[src/rtl/coin_detect.sv]
// coin_detect: synchronises and debounces the 50c / 1-Euro coin-chute
// sensors and emits one single-cycle coin code per inserted coin.
// Ports:
//   clk   in   system clock, rising edge
//   rst   in   asynchronous active-high reset
//   s50   in   raw 50-cent sensor (async, bouncy)
//   s100  in   raw 1-Euro sensor (async, bouncy)
//   x     out  coin code: 01 = 50c, 10 = 1 Euro, 00 = none (registered)
//   err   out  one-cycle jam pulse (registered)
module coin_detect #(
   parameter int unsigned DEBOUNCE_CYCLES = 4
) (
   input  logic       clk,
   input  logic       rst,
   input  logic       s50,
   input  logic       s100,
   output logic [1:0] x,
   output logic       err
);

   localparam logic [1:0] ST_WAIT = 2'd0;
   localparam logic [1:0] ST_IDLE = 2'd1;
   localparam logic [1:0] ST_C50  = 2'd2;
   localparam logic [1:0] ST_C100 = 2'd3;

   localparam logic [7:0] CNT_LAST = 8'(DEBOUNCE_CYCLES - 1);

   // Channel index 0 = 50c, 1 = 1 Euro.
   logic [1:0]      s50_sync_q;
   logic [1:0]      s100_sync_q;
   logic [1:0]      sync_s;
   logic [1:0]      d_q, d_d;
   logic [1:0][7:0] cnt_q, cnt_d;
   logic [1:0]      state_q, state_d;
   logic [1:0]      x_q, x_d;
   logic            err_q, err_d;

   // Synchroniser and debounced levels reset high so a coin already
   // in the chute at reset must be released before anything counts.
   always_ff @(posedge clk or posedge rst) begin
      if (rst) begin
         s50_sync_q  <= 2'b11;
         s100_sync_q <= 2'b11;
      end else begin
         s50_sync_q  <= {s50_sync_q[0], s50};
         s100_sync_q <= {s100_sync_q[0], s100};
      end
   end

   assign sync_s = {s100_sync_q[1], s50_sync_q[1]};

   always_comb begin
      d_d   = d_q;
      cnt_d = cnt_q;
      for (int i = 0; i < 2; i++) begin
         if (sync_s[i] == d_q[i]) begin
            cnt_d[i] = '0;
         end else if (cnt_q[i] == CNT_LAST) begin
            d_d[i]   = sync_s[i];
            cnt_d[i] = '0;
         end else begin
            cnt_d[i] = cnt_q[i] + 8'd1;
         end
      end
   end

   always_ff @(posedge clk or posedge rst) begin
      if (rst) begin
         d_q   <= 2'b11;
         cnt_q <= '0;
      end else begin
         d_q   <= d_d;
         cnt_q <= cnt_d;
      end
   end

   // Coin codes only leave IDLE; any second channel seen while a coin
   // is in progress is a jam and parks the FSM until both release.
   always_comb begin
      state_d = state_q;
      x_d     = 2'b00;
      err_d   = 1'b0;
      unique case (state_q)
         ST_IDLE: begin
            if (d_q[0] && d_q[1]) begin
               state_d = ST_WAIT;
               err_d   = 1'b1;
            end else if (d_q[0]) begin
               state_d = ST_C50;
               x_d     = 2'b01;
            end else if (d_q[1]) begin
               state_d = ST_C100;
               x_d     = 2'b10;
            end
         end
         ST_C50: begin
            if (d_q[1]) begin
               state_d = ST_WAIT;
               err_d   = 1'b1;
            end else if (!d_q[0]) begin
               state_d = ST_IDLE;
            end
         end
         ST_C100: begin
            if (d_q[0]) begin
               state_d = ST_WAIT;
               err_d   = 1'b1;
            end else if (!d_q[1]) begin
               state_d = ST_IDLE;
            end
         end
         ST_WAIT: begin
            if (!d_q[0] && !d_q[1]) begin
               state_d = ST_IDLE;
            end
         end
      endcase
   end

   always_ff @(posedge clk or posedge rst) begin
      if (rst) begin
         state_q <= ST_WAIT;
         x_q     <= 2'b00;
         err_q   <= 1'b0;
      end else begin
         state_q <= state_d;
         x_q     <= x_d;
         err_q   <= err_d;
      end
   end

   assign x   = x_q;
   assign err = err_q;

endmodule

[config.mk]
export PLATFORM = sky130hd
export DESIGN_NAME = coin_detect
export DESIGN_NICKNAME = d
export VERILOG_FILES = /design/src/rtl/coin_detect.sv
export SDC_FILE = /design/constraint.sdc
export NUM_CORES = 1
export LEC_CHECK = 0
export ABC_AREA = 0
export CELL_PAD_IN_SITES_DETAIL_PLACEMENT = 1
export CELL_PAD_IN_SITES_GLOBAL_PLACEMENT = 1
export CORE_ASPECT_RATIO = 1.25
export CORE_MARGIN = 5
export CORE_UTILIZATION = 46
export DETAILED_ROUTE_END_ITERATION = 7
export PLACE_DENSITY_LB_ADDON = 0.08
export RECOVER_POWER = 50
export SYNTH_ARGS = -nofsm -noshare
export SYNTH_HDL_FRONTEND = slang
export SYNTH_SLANG_ARGS = --single-unit
[constraint.sdc]
create_clock -name clk -period 1.8 [get_ports clk]
set_input_delay 0.54 -clock clk [delete_from_list [all_inputs] [get_ports clk]]
set_output_delay 0.54 -clock clk [all_outputs]
set_load 0.02 [all_outputs]
==> impl_metrics.toml <==
[run_status]
status = "complete, no violations"

[detailed_routing]
remaining_drc_errors = 0
drt-pass1-iter-count = 4
routedWlPerCell_um = 14.54
routed_wirelength_um = 2181
drtIter0Drc = 7
antenna_left = 0
vias = 812
viasPerCell = 5.413

[floorplan]
std_cell_rows = 20
dieHeight_um = 66.93
ios = 7
dieArea_mm2 = 0.003717
start_util_pct = 48.62
die_w_um = 55.54
coreArea_mm2 = 0.002452

[placement]
place_ws_ps = 75.63
port_buffers = 6
gp_congestion = 0.7557
dp_hpwl_um = 1595

[synthesis]
synthCells = 104
synth_cell_types = 29
ys_seq_area_share_pct = 57.29
yosys-top-cells-area = "dfrtp_1, dfstp_2, ha_1"
synth_simple_gate_area_share_pct = 19.20
avgSynthCellArea_um2 = 11.47
async_flop_share_pct = 100.0
yosys.area.top_type = "dfrtp_1"
yosys_warnings = 0
ys_seq_elements = 27
synth_mux_area_share_pct = 1.889
synth-edff-count = 0
synth_xor_area_share_pct = 6.611
synth_compound_area_share_pct = 9.129
synth_area_mm2 = 0.001192
syn-num-nets = 112
synth_top_family_by_area = "simple AND/OR/NAND/NOR gates"
dominantRegCellSynth = "dfrtp_1"
synthAdderAreaFrac_pct = 4.197
synth_top_cell_area_share_pct = 44.07

[cts]
cts_buffers = 3
cts.reportedPaths.clkPinSlew_ps = 140
cts_tree = "built"
cts.sinks = 27
htree_levels = 1
cts.path.max_buffers = 2
clock-root-buffer = "clkbuf_4"
insertion_delay_ps = 320

[power_and_ir_drop]
combPwrFrac_pct = 30.2
leakage_nw = 0.5796
power_switching_mw = 0.5731
p_seq_share_pct = 54.3
internal-power_mw = 1.082
ir_worst_vdd_mv = 0.7065
clock_power_share_pct = 15.5
switching_share_pct = 34.63
cellPowerDensity_mw_per_mm2 = 1236

[setup_path]
path_cells = "ha_1, or4b_4, o41ai_4, buf_4, a21oi_1"
start_kind = "flip-flop"
cp_data_arrival_time_ps = 1980
path_max_fanout = 6
crit_path_top_delay_cell = "or4b_4"
max_stage_delay_ps = 500
endpoint_kind = "flip-flop"
cp.required_ps = 2020
worstSetupPathType = "reg -> reg"

[hold_path]
hold_path.class = "reg -> reg"

[cells_and_area]
diodes = 0
final_util_pct = 54.59
area_growth_pct = 12.28
drive_gt1_share_pct = 14.53
layout.nets = 126

[grt]
grt.overflow.total = 0
grt_pass1_vias = 904
antenna_found_initial = 0
grt_use_total_pct = 13.82
grt_max_degree = 28
grt_pass1_wl_um = 4002

[timing]
setup-violations-final = 0
finalCriticalPeriod_ps = 1759
period_share_pct = 97.71
hold_ws_ps = 368.6
worst_pin_slew_ps = 663.8
relSlewSlack_pct = 55.74
hold_viol = 0
slew_viol_final = 0
fin_skew_ps = 6.307
fmax_ghz = 0.5686
rsz0062_at_grt = "true"
layout_setup_ws_ps = 41.20

[flow_run]
cap_viol_max_count = 0
[cells by family (layout without fill, tap and decap cells)]
group,after synthesis,count (layout)
compound gates,16,16
fa+ha+maj,4,4
buf+inv,5,18
mux,2,2
flops,27,27
xor+xnor,9,9
simple gates,41,41
[metrics by stage]
stage,TNS [ps],instance area [µm²],power [mW],instances
floorplan,0,1192,1.232,104
global placement,0,1304,1.372,144
CTS,0,1326,1.660,148
global route,-95.27,1339,1.784,150
finish,0,1339,1.655,150
detailed placement,0,1304,1.416,144
[worst paths after layout]
path                                          from                      end  slack (ps)  cells after the start
setup / recovery                cnt_q[1]$_DFF_PP0_       cnt_q[6]$_DFF_PP0_          40                      5
hold / removal             s50_sync_q[0]$_DFF_PP1_  s50_sync_q[1]$_DFF_PP1_         370                      0
setup reg to reg                cnt_q[1]$_DFF_PP0_       cnt_q[6]$_DFF_PP0_          40                      5
hold reg to reg            s50_sync_q[0]$_DFF_PP1_  s50_sync_q[1]$_DFF_PP1_         370                      0
max in group asynchronous                      rst            err$_DFF_PP0_         550                      3
min in group asynchronous                      rst      cnt_q[11]$_DFF_PP0_         820                      3
[power by group through the flow]
stage	Combinational [mW]	Clock [mW]	Sequential, mW
floorplan	0.328	0	0.904
global placement	0.469	0	0.903
detailed placement	0.502	0	0.913
CTS	0.488	0.273	0.899
global route	0.562	0.299	0.923
finish	0.500	0.256	0.899
[synthesized netlist by cell type, drive strengths merged (2+ instances only)]
cell	n
or3	6
nand4	2
a21oi	6
and2	2
ha	4
nand2	6
xnor2	5
nor2	9
mux2	2
dfstp	6
o21ai	6
nand3	8
inv	4
dfrtp	21
xor2	4
[sequential cells by signal, summed over array words and instances (netlist names)]
name and count:
cnt_q 16, d_q 2, s100_sync_q 2, s50_sync_q 2
state_q 2, x 2, err 1
[layout make-up]
class	instances	area [µm²]
fill	294	1114
tap	33	41.29
clock buffer	4	26.28
multi-input combinational	72	489.2
sequential	27	683.2
timing repair buffer	10	83.83
inverter	4	15.01
[critical path: cells and delay by family, from the launching register on]
family | cells | cell delay, ps
compound gates | 2 | 340
fa+ha+maj | 1 | 190
buf+inv | 1 | 190
flops | 1 | 450
simple gates | 1 | 500
[layer usage]
metal	vias up	GRT usage (%)	part of all wire, %
li1	387	-	-
met1	417	14.91	41
met2	6	26.48	56
met3	2	1.938	1.9
met4	0	6.383	0.96
met5	-	0	0
[cells in the final DEF, fill, tap and decap left out]
cell type      instances
a21o_1                 1
a21oi_1                6
and2_1                 2
buf_4                  3
clkbuf_1               1
clkbuf_2               1
clkbuf_4               3
dfrtp_1               21
dfstp_2                6
dlygate4sd2_1          3
dlygate4sd3_1          3
ha_1                   4
inv_1                  4
mux2_1                 1
mux2_2                 1
nand2_1                6
nand2b_1               1
nand3_1                8
nand4_1                2
nor2_1                 9
nor2b_1                1
nor3_1                 1
nor3b_1                1
nor4_2                 1
nor4b_1                1
nor4bb_1               1
o211ai_1               1
o21ai_0                6
o22ai_1                1
o41ai_4                1
or3_1                  6
or4b_4                 1
xnor2_1                5
xor2_1                 4
[timing repair]
item	4_1_cts	5_1_grt
endpoints found under the setup margin	3	7
resized for setup	3	0
hold buffers	0	0
buffers inserted	0	2
pin swaps	0	1
Power figures use the tool's default switching activity.
